File: src/rtl/cntr_byte_readout_if.sv
`default_nettype none
// ============================================================================
// Module   : cntr_byte_readout_if
// Purpose  : Byte-stream bus between the counter readout and its consumer.
//            The producer drives the byte, its valid flag and the channel, byte
//            and end-of-frame tags. The consumer returns the ready flag.
// Ports    : master - byte_out, byte_valid, byte_ch, byte_idx, byte_last
//                     as outputs; rd_ready as an input
//            slave  - the same signals with the directions reversed
// Revision : 1.0 - initial release
// ============================================================================
interface cntr_byte_readout_if #(
  parameter int NUM_CH = 4,
  parameter int CNT_W  = 27
);
  localparam int NUM_BYTES = (CNT_W + 7) / 8;
  localparam int CH_W      = (NUM_CH > 1) ? $clog2(NUM_CH) : 1;
  localparam int BYTE_W    = (NUM_BYTES > 1) ? $clog2(NUM_BYTES) : 1;

  logic [7:0]        byte_out;
  logic              byte_valid;
  logic [CH_W-1:0]   byte_ch;
  logic [BYTE_W-1:0] byte_idx;
  logic              byte_last;
  logic              rd_ready;

  modport master (
    output byte_out,
    output byte_valid,
    output byte_ch,
    output byte_idx,
    output byte_last,
    input  rd_ready
  );

  modport slave (
    input  byte_out,
    input  byte_valid,
    input  byte_ch,
    input  byte_idx,
    input  byte_last,
    output rd_ready
  );
endinterface
`default_nettype wire

File: src/rtl/cntr_byte_readout.sv
`default_nettype none
// ============================================================================
// Module   : cntr_byte_readout
// Purpose  : Snapshot-and-stream readout for NUM_CH free-running counters.
//            A snap_req latches every counter value and the channel-enable
//            mask together. The enabled channels are then sent LSB byte first
//            over one registered 8-bit valid/ready byte stream.
// Ports    : clk        - system clock, rising edge
//            rst_n      - synchronous active-low reset
//            cntr_val   - packed counter values, channel c at [c*CNT_W +: CNT_W]
//            ch_mask    - channel enables, sampled with the snapshot
//            snap_req   - single-cycle frame request
//            bus        - byte stream (master side of cntr_byte_readout_if)
//            busy       - frame in progress (SEND or DONE)
//            frame_done - one-cycle pulse at the end of a frame
//            snap_drop  - one-cycle pulse when a snap_req was ignored
// Revision : 1.0 - initial release
// ============================================================================
module cntr_byte_readout #(
  parameter int NUM_CH = 4,
  parameter int CNT_W  = 27
) (
  input  wire logic                    clk,
  input  wire logic                    rst_n,
  input  wire logic [NUM_CH*CNT_W-1:0] cntr_val,
  input  wire logic [NUM_CH-1:0]       ch_mask,
  input  wire logic                    snap_req,
  cntr_byte_readout_if.master          bus,
  output logic                         busy,
  output logic                         frame_done,
  output logic                         snap_drop
);

  localparam int NUM_BYTES = (CNT_W + 7) / 8;
  localparam int CH_W      = (NUM_CH > 1) ? $clog2(NUM_CH) : 1;
  localparam int BYTE_W    = (NUM_BYTES > 1) ? $clog2(NUM_BYTES) : 1;
  localparam int PAD_W     = NUM_BYTES * 8;
  localparam logic [BYTE_W-1:0] C_LAST_BYTE = BYTE_W'(NUM_BYTES - 1);

  typedef enum logic [1:0] {
    ST_IDLE = 2'd0,
    ST_SEND = 2'd1,
    ST_DONE = 2'd2
  } state_t;

  state_t                    r_state;
  state_t                    w_state_nxt;
  logic [NUM_CH*CNT_W-1:0]   r_shadow;
  logic [NUM_CH-1:0]         r_mask;
  logic [CH_W-1:0]           r_ch;
  logic [BYTE_W-1:0]         r_byte;
  logic                      r_snap_drop;

  logic [CH_W-1:0]           w_ch_nxt;
  logic [BYTE_W-1:0]         w_byte_nxt;
  logic                      w_snap_take;
  logic [CH_W-1:0]           w_first_ch;
  logic                      w_first_found;
  logic [CH_W-1:0]           w_next_ch;
  logic                      w_next_found;
  logic                      w_byte_top;
  logic [CNT_W-1:0]          w_ch_val;
  logic [PAD_W-1:0]          w_padded;
  logic [7:0]                w_byte_sel;

  // Lowest enabled channel of the live mask, used as the frame start.
  // Scanning downwards lets the lowest set bit win.
  always_comb begin
    w_first_ch = '0;
    for (int c = NUM_CH - 1; c >= 0; c--) begin
      if (ch_mask[c]) begin
        w_first_ch = CH_W'(c);
      end
    end
  end

  assign w_first_found = |ch_mask;

  // Next enabled channel strictly above the current one in the latched mask.
  // Disabled channels are jumped over here, so none of them costs a cycle.
  always_comb begin
    w_next_found = 1'b0;
    w_next_ch    = '0;
    for (int c = NUM_CH - 1; c >= 0; c--) begin
      if (r_mask[c] && (CH_W'(c) > r_ch)) begin
        w_next_found = 1'b1;
        w_next_ch    = CH_W'(c);
      end
    end
  end

  assign w_byte_top = (r_byte == C_LAST_BYTE);

  // Byte selection from the shadow copy only. Bits above CNT_W-1 are zero.
  always_comb begin
    w_ch_val = '0;
    for (int c = 0; c < NUM_CH; c++) begin
      if (CH_W'(c) == r_ch) begin
        w_ch_val = r_shadow[c*CNT_W +: CNT_W];
      end
    end
  end

  always_comb begin
    w_padded              = '0;
    w_padded[CNT_W-1:0]   = w_ch_val;
  end

  always_comb begin
    w_byte_sel = 8'h00;
    for (int b = 0; b < NUM_BYTES; b++) begin
      if (BYTE_W'(b) == r_byte) begin
        w_byte_sel = w_padded[b*8 +: 8];
      end
    end
  end

  // Next-state and datapath-next logic
  always_comb begin
    w_state_nxt = r_state;
    w_ch_nxt    = r_ch;
    w_byte_nxt  = r_byte;
    w_snap_take = 1'b0;
    case (r_state)
      ST_IDLE: begin
        if (snap_req) begin
          w_snap_take = 1'b1;
          w_byte_nxt  = '0;
          if (w_first_found) begin
            w_state_nxt = ST_SEND;
            w_ch_nxt    = w_first_ch;
          end else begin
            w_state_nxt = ST_DONE;
            w_ch_nxt    = '0;
          end
        end
      end
      ST_SEND: begin
        if (bus.rd_ready) begin
          if (!w_byte_top) begin
            w_byte_nxt = r_byte + 1'b1;
          end else begin
            w_byte_nxt = '0;
            if (w_next_found) begin
              w_ch_nxt = w_next_ch;
            end else begin
              w_state_nxt = ST_DONE;
            end
          end
        end
      end
      ST_DONE: begin
        w_state_nxt = ST_IDLE;
      end
      default: begin
        w_state_nxt = ST_IDLE;
      end
    endcase
  end

  // State register
  always_ff @(posedge clk) begin
    if (!rst_n) begin
      r_state <= ST_IDLE;
    end else begin
      r_state <= w_state_nxt;
    end
  end

  // Datapath registers. The shadow and mask load only on an accepted
  // snapshot, so input activity during a frame never reaches the stream.
  always_ff @(posedge clk) begin
    if (!rst_n) begin
      r_ch        <= '0;
      r_byte      <= '0;
      r_shadow    <= '0;
      r_mask      <= '0;
      r_snap_drop <= 1'b0;
    end else begin
      r_ch        <= w_ch_nxt;
      r_byte      <= w_byte_nxt;
      r_snap_drop <= snap_req && (r_state != ST_IDLE);
      if (w_snap_take) begin
        r_shadow <= cntr_val;
        r_mask   <= ch_mask;
      end
    end
  end

  // Every output decodes registers only. There is no input-to-output path.
  assign bus.byte_valid = (r_state == ST_SEND);
  assign bus.byte_out   = (r_state == ST_SEND) ? w_byte_sel : 8'h00;
  assign bus.byte_ch    = r_ch;
  assign bus.byte_idx   = r_byte;
  assign bus.byte_last  = (r_state == ST_SEND) && w_byte_top && !w_next_found;
  assign busy           = (r_state != ST_IDLE);
  assign frame_done     = (r_state == ST_DONE);
  assign snap_drop      = r_snap_drop;

endmodule
`default_nettype wire

File: src/flat_wrapper.sv
// flat-port wrapper written by rule: the top's interface ports become plain ports
module cntr_byte_readout_flat 
#(
  parameter int NUM_CH = 4,
  parameter int CNT_W  = 27
)
  (clk, rst_n, cntr_val, ch_mask, snap_req, busy, frame_done, snap_drop, bus_byte_out, bus_byte_valid, bus_byte_ch, bus_byte_idx, bus_byte_last, bus_rd_ready);
  cntr_byte_readout_if #(.NUM_CH(NUM_CH), .CNT_W(CNT_W)) bus_i ();
  input  wire logic clk;
  input  wire logic rst_n;
  input  wire logic [NUM_CH*CNT_W-1:0] cntr_val;
  input  wire logic [NUM_CH-1:0] ch_mask;
  input  wire logic snap_req;
  output logic busy;
  output logic frame_done;
  output logic snap_drop;
  output wire logic [$bits(bus_i.byte_out)-1:0] bus_byte_out;
  output wire logic [$bits(bus_i.byte_valid)-1:0] bus_byte_valid;
  output wire logic [$bits(bus_i.byte_ch)-1:0] bus_byte_ch;
  output wire logic [$bits(bus_i.byte_idx)-1:0] bus_byte_idx;
  output wire logic [$bits(bus_i.byte_last)-1:0] bus_byte_last;
  input wire logic [$bits(bus_i.rd_ready)-1:0] bus_rd_ready;
  assign bus_byte_out = bus_i.byte_out;
  assign bus_byte_valid = bus_i.byte_valid;
  assign bus_byte_ch = bus_i.byte_ch;
  assign bus_byte_idx = bus_i.byte_idx;
  assign bus_byte_last = bus_i.byte_last;
  assign bus_i.rd_ready = bus_rd_ready;
  cntr_byte_readout #(.NUM_CH(NUM_CH), .CNT_W(CNT_W)) u_core (.clk(clk), .rst_n(rst_n), .cntr_val(cntr_val), .ch_mask(ch_mask), .snap_req(snap_req), .bus(bus_i), .busy(busy), .frame_done(frame_done), .snap_drop(snap_drop));
endmodule
File: config.mk
export PLATFORM = sky130hd
export DESIGN_NAME = cntr_byte_readout_flat
export DESIGN_NICKNAME = d
export VERILOG_FILES = /design/src/rtl/cntr_byte_readout_if.sv /design/src/rtl/cntr_byte_readout.sv /design/src/flat_wrapper.sv
export SDC_FILE = /design/constraint.sdc
export NUM_CORES = 1
export LEC_CHECK = 0
export ABC_AREA = 1
export CORE_AREA = 3 3 97 122
export CTS_CLUSTER_DIAMETER = 200
export DETAILED_ROUTE_END_ITERATION = 12
export DIE_AREA = 0 0 100 125
export GPL_TIMING_DRIVEN = 0
export PLACE_DENSITY = 0.91
export SLEW_MARGIN = 20
export SYNTH_ARGS = -nofsm -noshare
export SYNTH_HDL_FRONTEND = slang
export SYNTH_SLANG_ARGS = --single-unit
File: constraint.sdc
create_clock -name clk -period 1.7 [get_ports clk]
set_input_delay 0.255 -clock clk [delete_from_list [all_inputs] [get_ports clk]]
set_output_delay 0.255 -clock clk [all_outputs]
set_load 0.005 [all_outputs]
==> results of run 1 <==
-- worst max-delay path, cell delays in order, from the launching register on --
cell and delay [ns]:
dfxtp_4 0.39, buf_6 0.13, nor2_4 0.22, buf_6 0.18, nand2_2 0.06, nand3_2 0.08, o21ai_2 0.07, nand3_1 0.07
nand3_1 0.07, nand2_1 0.09, buf_2 0.12
-- repair_timing --
action | in CTS | in global routing
resized for setup | 151 | 24
gates cloned | 2 | 0
setup endpoints to repair | 12 | 23
pin swaps | 35 | 9
setup buffers | 24 | 1
-- final cells by class --
type | count | area [µm²]
multi-input cells | 571 | 2800
well taps | 132 | 165
plain buffers | 47 | 289
repair buffers | 158 | 1490
clock inverters | 6 | 30.0
clock buffers | 22 | 474
fillers | 769 | 2890
inverters | 36 | 149
flip-flops and latches | 118 | 2380
-- per-layer routing --
layer | track usage [%] | part of all wire (%)
met1 | 34.3 | 36
met2 | 51.2 | 48
met3 | 7.41 | 9.0
met4 | 20.5 | 7.1
met5 | 0 | 0
-- placed cells by master (no fill, tap or decap), drive strengths merged, types with 4 or more instances in the layout --
master and instances:
o211ai 8, a21oi 26, o21ai 141, o22ai 5
nand2 110, clkbuf 46, clkdlybuf4s50 118, buf 60
clkinv 6, ha 4, nor2 236, inv 35
nand3 30, dfxtp 118
-- registers in the layout (all words and copies together), names as in the netlist --
signal and cells:
u_core.bus.byte_idx 2, u_core.bus.byte_ch 2, u_core.r_mask 3, u_core.snap_drop 1
u_core.r_shadow 108, u_core.r_state 2
-- Yosys cell counts (all sizes together) --
| cell type | count |
|---|---|
| o22ai | 5 |
| a21oi | 26 |
| inv | 36 |
| buf | 23 |
| nor3 | 3 |
| a211oi | 1 |
| nand3 | 30 |
| clkbuf | 24 |
| a31oi | 1 |
| nand4 | 2 |
| o21a | 2 |
| dfxtp | 118 |
| o21ai | 141 |
| nand3b | 1 |
| nand2 | 110 |
| o221ai | 1 |
| o211ai | 8 |
| ha | 4 |
| nor2 | 236 |
-- power by group --
| part | switching (mW) | internal [mW] |
|---|---|---|
| combinational | 1.30 | 0.982 |
| clock | 1.20 | 1.92 |
| sequential | 0.222 | 3.09 |
-- logic make-up (layout without fill, tap and decap cells) --
group / after synthesis / count (layout) / share of synthesized area [%]
buffers and inverters: 83 / 269 / 6.94
flip-flops: 118 / 118 / 45.0
AND/OR/NAND/NOR: 382 / 382 / 28.6
adder cells (fa/ha/maj): 4 / 4 / 0.954
AO/OA/AOI/OAI: 185 / 185 / 18.5
-- worst max-delay path by stage --
stage                           end                    from  slack (ns)
global route        bus_byte_out[1]   u_core.bus.byte_ch[1]       -0.54
floorplan           bus_byte_out[3]  u_core.bus.byte_idx[1]         0.1
finish              bus_byte_out[2]   u_core.bus.byte_ch[1]       -0.48
CTS                 bus_byte_out[7]   u_core.bus.byte_ch[1]       -0.39
global placement    bus_byte_out[3]   u_core.bus.byte_ch[1]       -0.84
detailed placement  bus_byte_out[3]   u_core.bus.byte_ch[1]       -0.88
-- through the flow --
step | TNS, ns | setup WS (ns)
6_report | -3.72 | -0.483
3_5_place_dp | -13.78 | -0.878
4_1_cts | -3.08 | -0.395
3_3_place_gp | -11.33 | -0.843
2_1_floorplan | 0 | 0.0979
5_1_grt | -4.44 | -0.541
==> impl_metrics.toml, run 1 <==
[run_status]
outcome = "finished, violations left"
violations = "negative setup slack"

[die]
core_mm2 = 0.0107
fp-row-count = 42
die-width_um = 100
initial_core_util_pct = 49.2
pin_count = 133
die_h_um = 125
die-area_mm2 = 0.0125

[power_and_ir_drop]
vdd_drop_max_mv = 0.845
finalPower_mw = 8.71
powerDensity_mw_per_mm2 = 1120
leakage_nw = 3.37

[global_routing]
grtUsageTotal_pct = 30.7
grt_max_degree = 17
grt_pass1_wl_mm = 29.7
grt_overflow = 0
grt_pass1_vias = 6042
grt_antenna_before_repair = 0

[clock_tree]
htreeDepth = 4
numCtsBuffers = 17
postCtsHoldBufs = 0
clock_latency_ns = 0.42
clockRootBuffer = "clkbuf_16"
cts_sinks = 118
clockBufferDepth = 2
cts.clk_slew.worst_paths_ns = 0.05
cts_tree = "built"

[final_layout]
n_antenna_cell = 0
finish.instance_area_mm2 = 0.00778
final_util_pct = 72.9
final_layout_size_suffix_gt1_share_pct = 17.1
syn2layout_area_growth_pct = 48.3
fin_cells = 1090
finalNetCount = 1069

[synthesis]
synth_cell_types = 27
synthCells = 772
synthesis.nets = 892
ys_ff_latch = 118
syn_avg_cell_area_um2 = 6.79
ys.warnings.count = 0
yosysTopAreaCell = "dfxtp_1"
yosysSeqAreaShare_pct = 45.0
syn_area_mm2 = 0.00524
synth_area_leaders = "dfxtp_1, nor2_1, o21ai_0"
yosysTopAreaCellShare_pct = 45.0

[placement]
dp_hpwl_mm = 12.9
placed_cells = 1035
portBuffers = 131
place.gp.congestion = 0.917
placed_area_mm2 = 0.00672

[critical_path]
path_class = "reg2out"
required_ns = 1.44
regToRegSetupSlack_ns = 0.06
cp-end-kind = "output port"
crit_path_max_fanout = 6
reg2reg_from = "u_core.r_state[0]"
ff2ff_path_depth = 6
start_kind = "register"
cp.arrival_ns = 1.93
r2r_end = "u_core.r_shadow[43]"

[route]
drtAntennaViolNets = 0
viasPerCell = 5.63
drt_first_pass_iters = 5
drt_iter0_markers = 641
vias = 6133
wirelength_mm = 19.4
drc_errors = 0
wl_per_cell_um = 17.8

[timing]
finalHoldViolCount = 0
fin_crit_sh_pct = 128
worstMarginPinSlew_ns = 0.721
max_freq_mhz = 458
layout_setup_ws_ns = -0.483
grt_setup_unrepaired = "yes"
min_period_ns = 2.18
skew_ns = 0.00919
slew_headroom_pct = 51.9
worst_hold_slack_ns = 0.236
setup_viol = 9
slew_viol_final = 0

[min_path]
hp-class = "in2reg"
hold_end = "u_core.bus.byte_ch[0]"
min_from = "rst_n"
hold_depth = 3

[run]
maxCapViolCount = 0
(Power assumes the default switching activity.)
==> run 2, diff against run 1 <==
--- a/config.mk
+++ b/config.mk
@@ -7,7 +7,6 @@
 export LEC_CHECK = 0
 export ABC_AREA = 1
 export CORE_AREA = 3 3 97 122
-export CTS_CLUSTER_DIAMETER = 200
 export DETAILED_ROUTE_END_ITERATION = 12
 export DIE_AREA = 0 0 100 125
 export GPL_TIMING_DRIVEN = 0
==> results of run 2 <==
No change in the layout: final DEF, timing and power equal those of run 1.
==> run 3, diff against run 2 <==
--- a/config.mk
+++ b/config.mk
@@ -6,9 +6,9 @@
 export NUM_CORES = 1
 export LEC_CHECK = 0
 export ABC_AREA = 1
-export CORE_AREA = 3 3 97 122
+export CORE_AREA = 2 2 96 121
 export DETAILED_ROUTE_END_ITERATION = 12
-export DIE_AREA = 0 0 100 125
+export DIE_AREA = 0 0 98 123
 export GPL_TIMING_DRIVEN = 0
 export PLACE_DENSITY = 0.91
 export SLEW_MARGIN = 20
==> impl_metrics.toml, run 3 (same netlist as run 1, synthesis figures left out) <==
[run_status]
outcome = "finished, violations left"
violations = "negative setup slack"

[critical_path]
critical_path.startpoint = "u_core.bus.byte_ch[1]"
path_class = "reg2out"
cp-end-kind = "output port"
crit_path_max_fanout = 5
reg2reg_from = "u_core.r_state[0]"
critPathMaxStageDelay_ns = 0.38
required_ns = 1.44
cp.arrival_ns = 2.05
start_kind = "register"
crit_chain = "buf_12 -> nor2_4 -> buf_6 -> buf_6 -> nand2_2 -> nand3_2 -> nand2_1 -> nand3_1 -> nand3_1 -> nand2_1 -> buf_2"
crit_slowest_cell = "dfxtp_4"

[timing]
setup_viol = 12
finalHoldViolCount = 0
slew_viol_final = 0
worstMarginPinSlew_ns = 0.662
fin_crit_sh_pct = 136
worst_hold_slack_ns = 0.248
slew_headroom_pct = 55.9
grt_setup_unrepaired = "yes"
layout_setup_ws_ns = -0.610
skew_ns = 0.00807
min_period_ns = 2.31
max_freq_mhz = 433

[route]
vias = 6469
wirelength_mm = 20.5
drt_iter0_markers = 832
wl_per_cell_um = 18.6
drc_errors = 0
drt_first_pass_iters = 7
viasPerCell = 5.87
drtAntennaViolNets = 0

[global_routing]
grt_pass1_wl_mm = 29.7
grt_antenna_before_repair = 0
top_usage_layer = "met2"
grtUsageMet1_pct = 34.7
grt_overflow = 0
grtUsageMet2_pct = 55.0
grtUsageMet3_pct = 6.11
grt_max_degree = 17
grt_pass1_vias = 6095
grtUsageTotal_pct = 31.8

[die]
fp-row-count = 43
core_mm2 = 0.0109
die_h_um = 123
die-area_mm2 = 0.0121
initial_core_util_pct = 48.0
pin_count = 133
die-width_um = 98

[final_layout]
layout_common_cells = "nor2_1, o21ai_0, clkdlybuf4s50_1, dfxtp_1, nand2_1"
syn2layout_area_growth_pct = 52.2
mostFrequentLayoutCell = "nor2_1"
fin_cells = 1102
largest_reg_flops = 108
nFillCells = 743
finish.instance_area_mm2 = 0.00798
regMostFlops = "u_core.r_shadow"
final_layout_size_suffix_gt1_share_pct = 16.9
n_antenna_cell = 0
largestRegisters = "u_core.r_shadow: 108 flops, u_core.r_mask: 3 flops"
finalNetCount = 1075

[clock_tree]
cts_tree = "built"
clock_latency_ns = 0.41
clockBufferDepth = 2
cts_sinks = 118
cts.clk_slew.worst_paths_ns = 0.06
numCtsBuffers = 17
clockRootBuffer = "clkbuf_16"
htreeDepth = 4

[placement]
placed_cells = 1038
place.gp.congestion = 0.923
dp_hpwl_mm = 12.7
portBuffers = 131
placed_area_mm2 = 0.00672

[min_path]
hp-class = "in2reg"
min_from = "rst_n"

[power_and_ir_drop]
pwr-share-clk_pct = 37.2
leakage_nw = 3.44
powerDensity_mw_per_mm2 = 1140
p_seq_share_pct = 36.3
combPwrFrac_pct = 26.4
sw_frac_of_total_pct = 31.2
power_switching_mw = 2.84
power.internal_mw = 6.28
vdd_drop_max_mv = 0.692

[run]
maxCapViolCount = 0
-- run 3: power groups by stage --
stage	combinational [mW]	clock, mW	sequential (mW)
final	2.41	3.40	3.32
after global routing	2.57	3.50	3.33
after CTS	2.12	3.36	3.28
after detailed placement	1.83	0	3.32
after global placement	1.80	0	3.31
after floorplan	1.10	0	3.26
-- run 3: layout make-up --
cell class,instances,area (µm²),share of cell area [%]
timing repair buffer,164,1630,20.4
sequential,118,2380,29.8
clock inverter,7,71.3,0.894
inverter,36,156,1.96
buffer,47,302,3.78
tap,135,169,2.12
multi-input combinational,571,2780,34.8
clock buffer,24,492,6.16
-- run 3: final timing paths --
kind	to	slack [ns]	cells after the start
worst min register to register	u_core.r_shadow[59]	0.46	2
worst min-delay path	u_core.r_shadow[34]	0.25	3
worst max-delay path	bus_byte_out[2]	-0.61	11
worst max register to register	u_core.r_shadow[41]	-0.06	6
-- run 3: layer usage --
layer	vias to the layer above	part of all wire [%]
met5	-	0
met4	0	9.0
met3	180	11
met2	510	47
met1	2905	33
li1	2874	-
-- run 3: worst max-delay path: cells and delay by family, from the launching register on --
kind | cells | cell delay [ns]
buffers and inverters | 4 | 0.52
flip-flops | 1 | 0.38
AND/OR/NAND/NOR | 7 | 0.73
-- run 3: per-stage QoR --
| stage | power (mW) | utilization [%] | TNS, ns | worst slack, ns |
|---|---|---|---|---|
| 2_1_floorplan | 4.36 | - | 0 | 0.0979 |
| 3_3_place_gp | 5.11 | 61.6 | -12.93 | -0.850 |
| 3_5_place_dp | 5.15 | 61.6 | -14.15 | -0.855 |
| 4_1_cts | 8.77 | 70.9 | -3.35 | -0.458 |
| 5_1_grt | 9.40 | 73.1 | -4.98 | -0.645 |
| 6_report | 9.13 | 73.1 | -4.32 | -0.610 |
-- run 3: timing repair --
| action | in CTS | in global routing |
|---|---|---|
| resized for setup | 135 | 46 |
| hold buffers | 0 | 0 |
| pin swaps | 25 | 23 |
| gates cloned | 3 | 2 |
| buffers inserted | 20 | 9 |
| setup endpoints to repair | 12 | 30 |
==> patch 1, RTL diff (settings of run 3) <==
`CNT_W` is set to 27 in 3 places; all go to 19.
--- a/src/rtl/cntr_byte_readout_if.sv
+++ b/src/rtl/cntr_byte_readout_if.sv
@@ -11,7 +11,7 @@
 // ============================================================================
 interface cntr_byte_readout_if #(
   parameter int NUM_CH = 4,
-  parameter int CNT_W  = 27
+  parameter int CNT_W  = 19
 );
   localparam int NUM_BYTES = (CNT_W + 7) / 8;
   localparam int CH_W      = (NUM_CH > 1) ? $clog2(NUM_CH) : 1;
--- a/src/rtl/cntr_byte_readout.sv
+++ b/src/rtl/cntr_byte_readout.sv
@@ -18,7 +18,7 @@
 // ============================================================================
 module cntr_byte_readout #(
   parameter int NUM_CH = 4,
-  parameter int CNT_W  = 27
+  parameter int CNT_W  = 19
 ) (
   input  wire logic                    clk,
   input  wire logic                    rst_n,
--- a/src/flat_wrapper.sv
+++ b/src/flat_wrapper.sv
@@ -2,7 +2,7 @@
 module cntr_byte_readout_flat 
 #(
   parameter int NUM_CH = 4,
-  parameter int CNT_W  = 27
+  parameter int CNT_W  = 19
 )
   (clk, rst_n, cntr_val, ch_mask, snap_req, busy, frame_done, snap_drop, bus_byte_out, bus_byte_valid, bus_byte_ch, bus_byte_idx, bus_byte_last, bus_rd_ready);
   cntr_byte_readout_if #(.NUM_CH(NUM_CH), .CNT_W(CNT_W)) bus_i ();
Ports: changed (resized cntr_val); port bits go from 133 to 101. No check against the original RTL was run, so the function may have changed too.
==> patch 1 against run 3 <==
  * The flow still finishes with violations (negative setup slack)
  * Utilization down 21 points
  * First-iteration DRC count shrank 51%
  * Clock power down 47%
  * Setup slack better by 0.34 ns
  * Largest power group is now registers
  * Power fell by 29%
  * Combinational power is 9.5% lower
  * Wire length decreased by 35%
  * Critical endpoint is now bus_byte_out[6]
  * Via count is 31% lower
  * Sequential cell count decreased by 32
  * Critical path depth fell by 1
  * Cell area decreased by 28%
  * Non-clock buffer count fell by 55
  * Synthesized area decreased by 26%
==> patch 1: results (changes against run 3) <==
INFO  metric clkLatencyLatePin = 0.35 ns (was 0.41 ns)
INFO  metric layout.clock.cell_area_share = 0.04716 (was 0.07057)
INFO  metric wire_length_of_the_first_global_routing_pass = 20670 um (was 29690 um)
INFO  metric setup.worst_path.start = u_core.bus.byte_ch[0] (was u_core.bus.byte_ch[1])
INFO  metric pin_count_of_the_biggest_net_entering_global_routing = 14 (was 17)
INFO  metric setup_violations = 9 (was 12)
INFO  metric met3_demand_to_capacity_share_in_global_routing = 0.05483 (was 0.06105)
INFO  metric fin_area = 5731 um2 (was 7979 um2)
INFO  metric final_critical_path_setup_slack = -0.2715 ns (was -0.6097 ns)
INFO  metric timing.hold.ws = 0.2384 ns (was 0.2484 ns)
INFO  metric route.detailed.wl_per_inst = 15.60 um (was 18.60 um)
INFO  metric share_seq_of_total_power = 0.386 (was 0.363)
INFO  metric gr-usage-all-layers = 0.2197 (was 0.3179)
INFO  metric violated_checks = negative setup slack (unchanged)
INFO  metric synth.area.top_cells = sky130_fd_sc_hd__dfxtp_1 (44%), sky130_fd_sc_hd__nor2_1 (14%), sky130_fd_sc_hd__o21ai_0 (12%), sky130_fd_sc_hd__nand2_1 (10%), sky130_fd_sc_hd__inv_1 (3.7%) (was sky130_fd_sc_hd__dfxtp_1 (45%), sky130_fd_sc_hd__nor2_1 (17%), sky130_fd_sc_hd__o21ai_0 (13%), sky130_fd_sc_hd__nand2_1 (7.7%), sky130_fd_sc_hd__nand3_1 (2.9%))
INFO  metric timing.setup.tns = -1.968 ns (was -4.324 ns)
INFO  metric reg2reg_setup_slack = 0.16 ns (was -0.06 ns)
INFO  metric preCtsSetupSlack = -0.5308 ns (was -0.8549 ns)
INFO  metric num-multi-input-gates = 424 (was 571)
INFO  metric post_dp_cell_area = 5041 um2 (was 6724 um2)
INFO  metric multi_input_area_share = 0.3480 (was 0.3481)
INFO  metric outcome = finished with violations (unchanged)
INFO  metric final_net_count = 800 (was 1075)
INFO  metric htree_levels = 3 (was 4)
INFO  metric regArea = 1739 um2 (was 2380 um2)
INFO  metric num-fill-cells = 962 (was 743)
INFO  metric drt_pre_antenna_iters = 5 (was 7)
INFO  metric fin_skew = 0.01043 ns (was 0.008074 ns)
INFO  metric vias_per_cell = 5.192 (was 5.870)
INFO  metric critPathArrivalTime = 1.72 ns (was 2.05 ns)
==> patch 1: cell types whose count changed in the layout (fill, tap and decap cells not counted), sizes merged, moves of 4 or more <==
cell	run 3	this run
nor2	236	149
o21ai	141	96
dfxtp	118	86
clkdlybuf4s50	118	89
clkbuf	50	28
buf	63	51
o211ai	8	2
o22ai	5	0
ha	4	0
==> patch 1: logic make-up (layout without fill, tap and decap cells) <==
group	count (synthesis)	count (layout)	synth area share
AO/OA/AOI/OAI	127	127	0.1657
flip-flops	86	86	0.4436
AND/OR/NAND/NOR	297	297	0.3069
buffers and inverters	73	211	0.08381
==> patch 1: how the worst max path moves through the flow <==
stage          slack, ns  depth (start not counted)              end
6_report           -0.27                         10  bus_byte_out[6]
5_1_grt            -0.32                          9  bus_byte_out[3]
4_1_cts            -0.32                         11  bus_byte_out[6]
3_5_place_dp       -0.53                          8  bus_byte_out[3]
3_3_place_gp       -0.55                          8  bus_byte_out[3]
2_1_floorplan       0.31                          7  bus_byte_out[5]
==> patch 2, RTL diff (config.mk and constraints of run 3) <==
Without the edit above. Encoding of `state_t`: now one-hot (3 bits for 3 states).
--- a/src/rtl/cntr_byte_readout.sv
+++ b/src/rtl/cntr_byte_readout.sv
@@ -37,10 +37,10 @@
   localparam int PAD_W     = NUM_BYTES * 8;
   localparam logic [BYTE_W-1:0] C_LAST_BYTE = BYTE_W'(NUM_BYTES - 1);
 
-  typedef enum logic [1:0] {
-    ST_IDLE = 2'd0,
-    ST_SEND = 2'd1,
-    ST_DONE = 2'd2
+  typedef enum logic [2:0] {
+    ST_IDLE = 3'b001,
+    ST_SEND = 3'b010,
+    ST_DONE = 3'b100
   } state_t;
 
   state_t                    r_state;
Function: same outputs for any inputs over 10 cycles, from zero or initial values and one cycle with rst_n low; not proved beyond that.
==> patch 2 against run 3 <==
  * The run ends with design-rule violations, negative setup slack left
  * Synthesized area grew 0.41%
  * Wire length grew 23%
  * Clock power grew 1%
  * Power grew 9.2%
  * Cell count grew 1.9%
  * Cell area grew 2.8%
  * Setup slack lost 0.29 ns
  * Sequential cell count grew 1
  * Critical path type unchanged
  * Highest routed layer unchanged
==> patch 2: results (changes against run 3) <==
INFO  metric timing.setup.tns = -7.363 ns (was -4.324 ns)
INFO  metric final_critical_path_setup_slack = -0.9026 ns (was -0.6097 ns)
INFO  metric grt_pass1_vias = 6738 (was 6095)
INFO  metric globalplace.congestion = 0.9656 (was 0.9226)
INFO  metric synth_fp_nets = 898 (was 892)
INFO  metric outcome = finished with violations (unchanged)
INFO  metric placed_cells = 1044 (was 1038)
INFO  metric clkLatencyLatePin = 0.44 ns (was 0.41 ns)
INFO  metric preCtsSetupSlack = -0.7892 ns (was -0.8549 ns)
INFO  metric reg2regPathDepth = 14 (was 6)
INFO  metric critPathArrivalTime = 2.35 ns (was 2.05 ns)
INFO  metric max_slew.worst_pin.slew = 0.6827 ns (was 0.6615 ns)
INFO  metric post_dp_cell_area = 6745 um2 (was 6724 um2)
INFO  metric cellLeakagePower = 3.506 nW (was 3.443 nW)
INFO  metric peakVddDrop = 0.0007625 V (was 0.0006922 V)
INFO  metric initialDrtViolationCount = 1468 (was 832)
INFO  metric route.final.wire_length = 25220 um (was 20500 um)
INFO  metric route.detailed.wl_per_inst = 22.46 um (was 18.60 um)
INFO  metric violated_checks = design-rule violations, negative setup slack (was negative setup slack)
INFO  metric largest_registers = u_core.r_shadow x108, u_core.r_mask x3, u_core.r_state x3 (was u_core.r_shadow x108, u_core.r_mask x3)
INFO  metric synth-seq-area-share = 0.4525 (was 0.4505)
INFO  metric wire_length_of_the_first_global_routing_pass = 33690 um (was 29690 um)
INFO  metric fin_skew = 0.01853 ns (was 0.008074 ns)
INFO  metric route.detailed.drc = 2 (was 0)
INFO  metric hold_path_depth = 4 (was 3)
INFO  metric drt_pre_antenna_iters = 13 (was 7)
INFO  metric setup_violations = 17 (was 12)
INFO  metric drive_above_1_share = 0.2075 (was 0.1686)
INFO  metric synth_area_per_inst = 6.767 um2 (was 6.792 um2)
INFO  metric gr-usage-all-layers = 0.3646 (was 0.3179)
==> patch 2: cell types whose count changed in the layout (fill, tap and decap cells not counted), sizes merged, moves of 5 or more <==
cell,run 3,this run
buf,63,79
clkbuf,50,56
nand2,110,116
o21ai,141,147
inv,35,30
nand3,30,25
==> patch 2: critical path, cell delays in order, from the launching register on <==
cell,delay (ns)
sky130_fd_sc_hd__dfxtp_4,0.44
sky130_fd_sc_hd__inv_8,0.06
sky130_fd_sc_hd__buf_4,0.17
sky130_fd_sc_hd__nand2_2,0.15
sky130_fd_sc_hd__nor2_1,0.10
sky130_fd_sc_hd__o21ai_1,0.17
sky130_fd_sc_hd__nor2_1,0.08
sky130_fd_sc_hd__nor2_1,0.37
sky130_fd_sc_hd__nand2_1,0.13
sky130_fd_sc_hd__nand2_1,0.10
sky130_fd_sc_hd__buf_2,0.12
==> patch 2: layer usage <==
| metal | wire, um | track usage | part of all wire | vias up |
|---|---|---|---|---|
| met5 | 0 | 0 | 0 | - |
| met4 | 3085 | 0.3056 | 0.12 | 0 |
| met3 | 3584 | 0.1131 | 0.14 | 337 |
| met2 | 10990 | 0.6049 | 0.44 | 840 |
| met1 | 7562 | 0.3778 | 0.30 | 3131 |
| li1 | - | - | - | 2920 |
==> patch 2: repair_timing <==
action	in CTS	in global routing
pin swaps	35	24
hold buffers	0	0
cloned	3	0
buffers inserted	35	15
gates resized for setup	154	99
endpoints found under the hold margin	0	0
endpoints found under the setup margin	58	103
==> patch 2: cell type report <==
type                    count  area [um2]
plain buffers              47       286.5
clock buffers              28       546.8
clock inverters             2       10.01
fillers                   620        2723
inverters                  30       127.6
multi-input cells         580        2888
flip-flops and latches    119        2397
well taps                 135       168.9
repair buffers            182        1774
==> patch 2: cell families (layout without fill, tap and decap cells) <==
logic type,count (synthesis),after routing,share of synthesized area
buf+inv,79,289,0.06321
compound gates,185,185,0.1818
fa+ha+maj,4,4,0.009506
simple gates,391,391,0.2930
flops,119,119,0.4525
==> patch 2: final timing paths <==
path / startpoint / end / slack, ns
hold reg to reg: u_core.r_shadow[31] / u_core.r_shadow[31] / 0.47
hold / removal: rst_n / u_core.r_shadow[22] / 0.42
setup reg to reg: u_core.bus.byte_ch[0] / u_core.bus.byte_ch[1] / -0.33
setup / recovery: u_core.bus.byte_ch[1] / bus_byte_out[1] / -0.90
==> patch 2: report_power, final <==
group	internal, mW	switching, mW	total, mW
clock	2.15	1.29	3.44
sequential	3.16	0.309	3.47
combinational	1.28	1.77	3.05
total	6.59	3.37	9.97
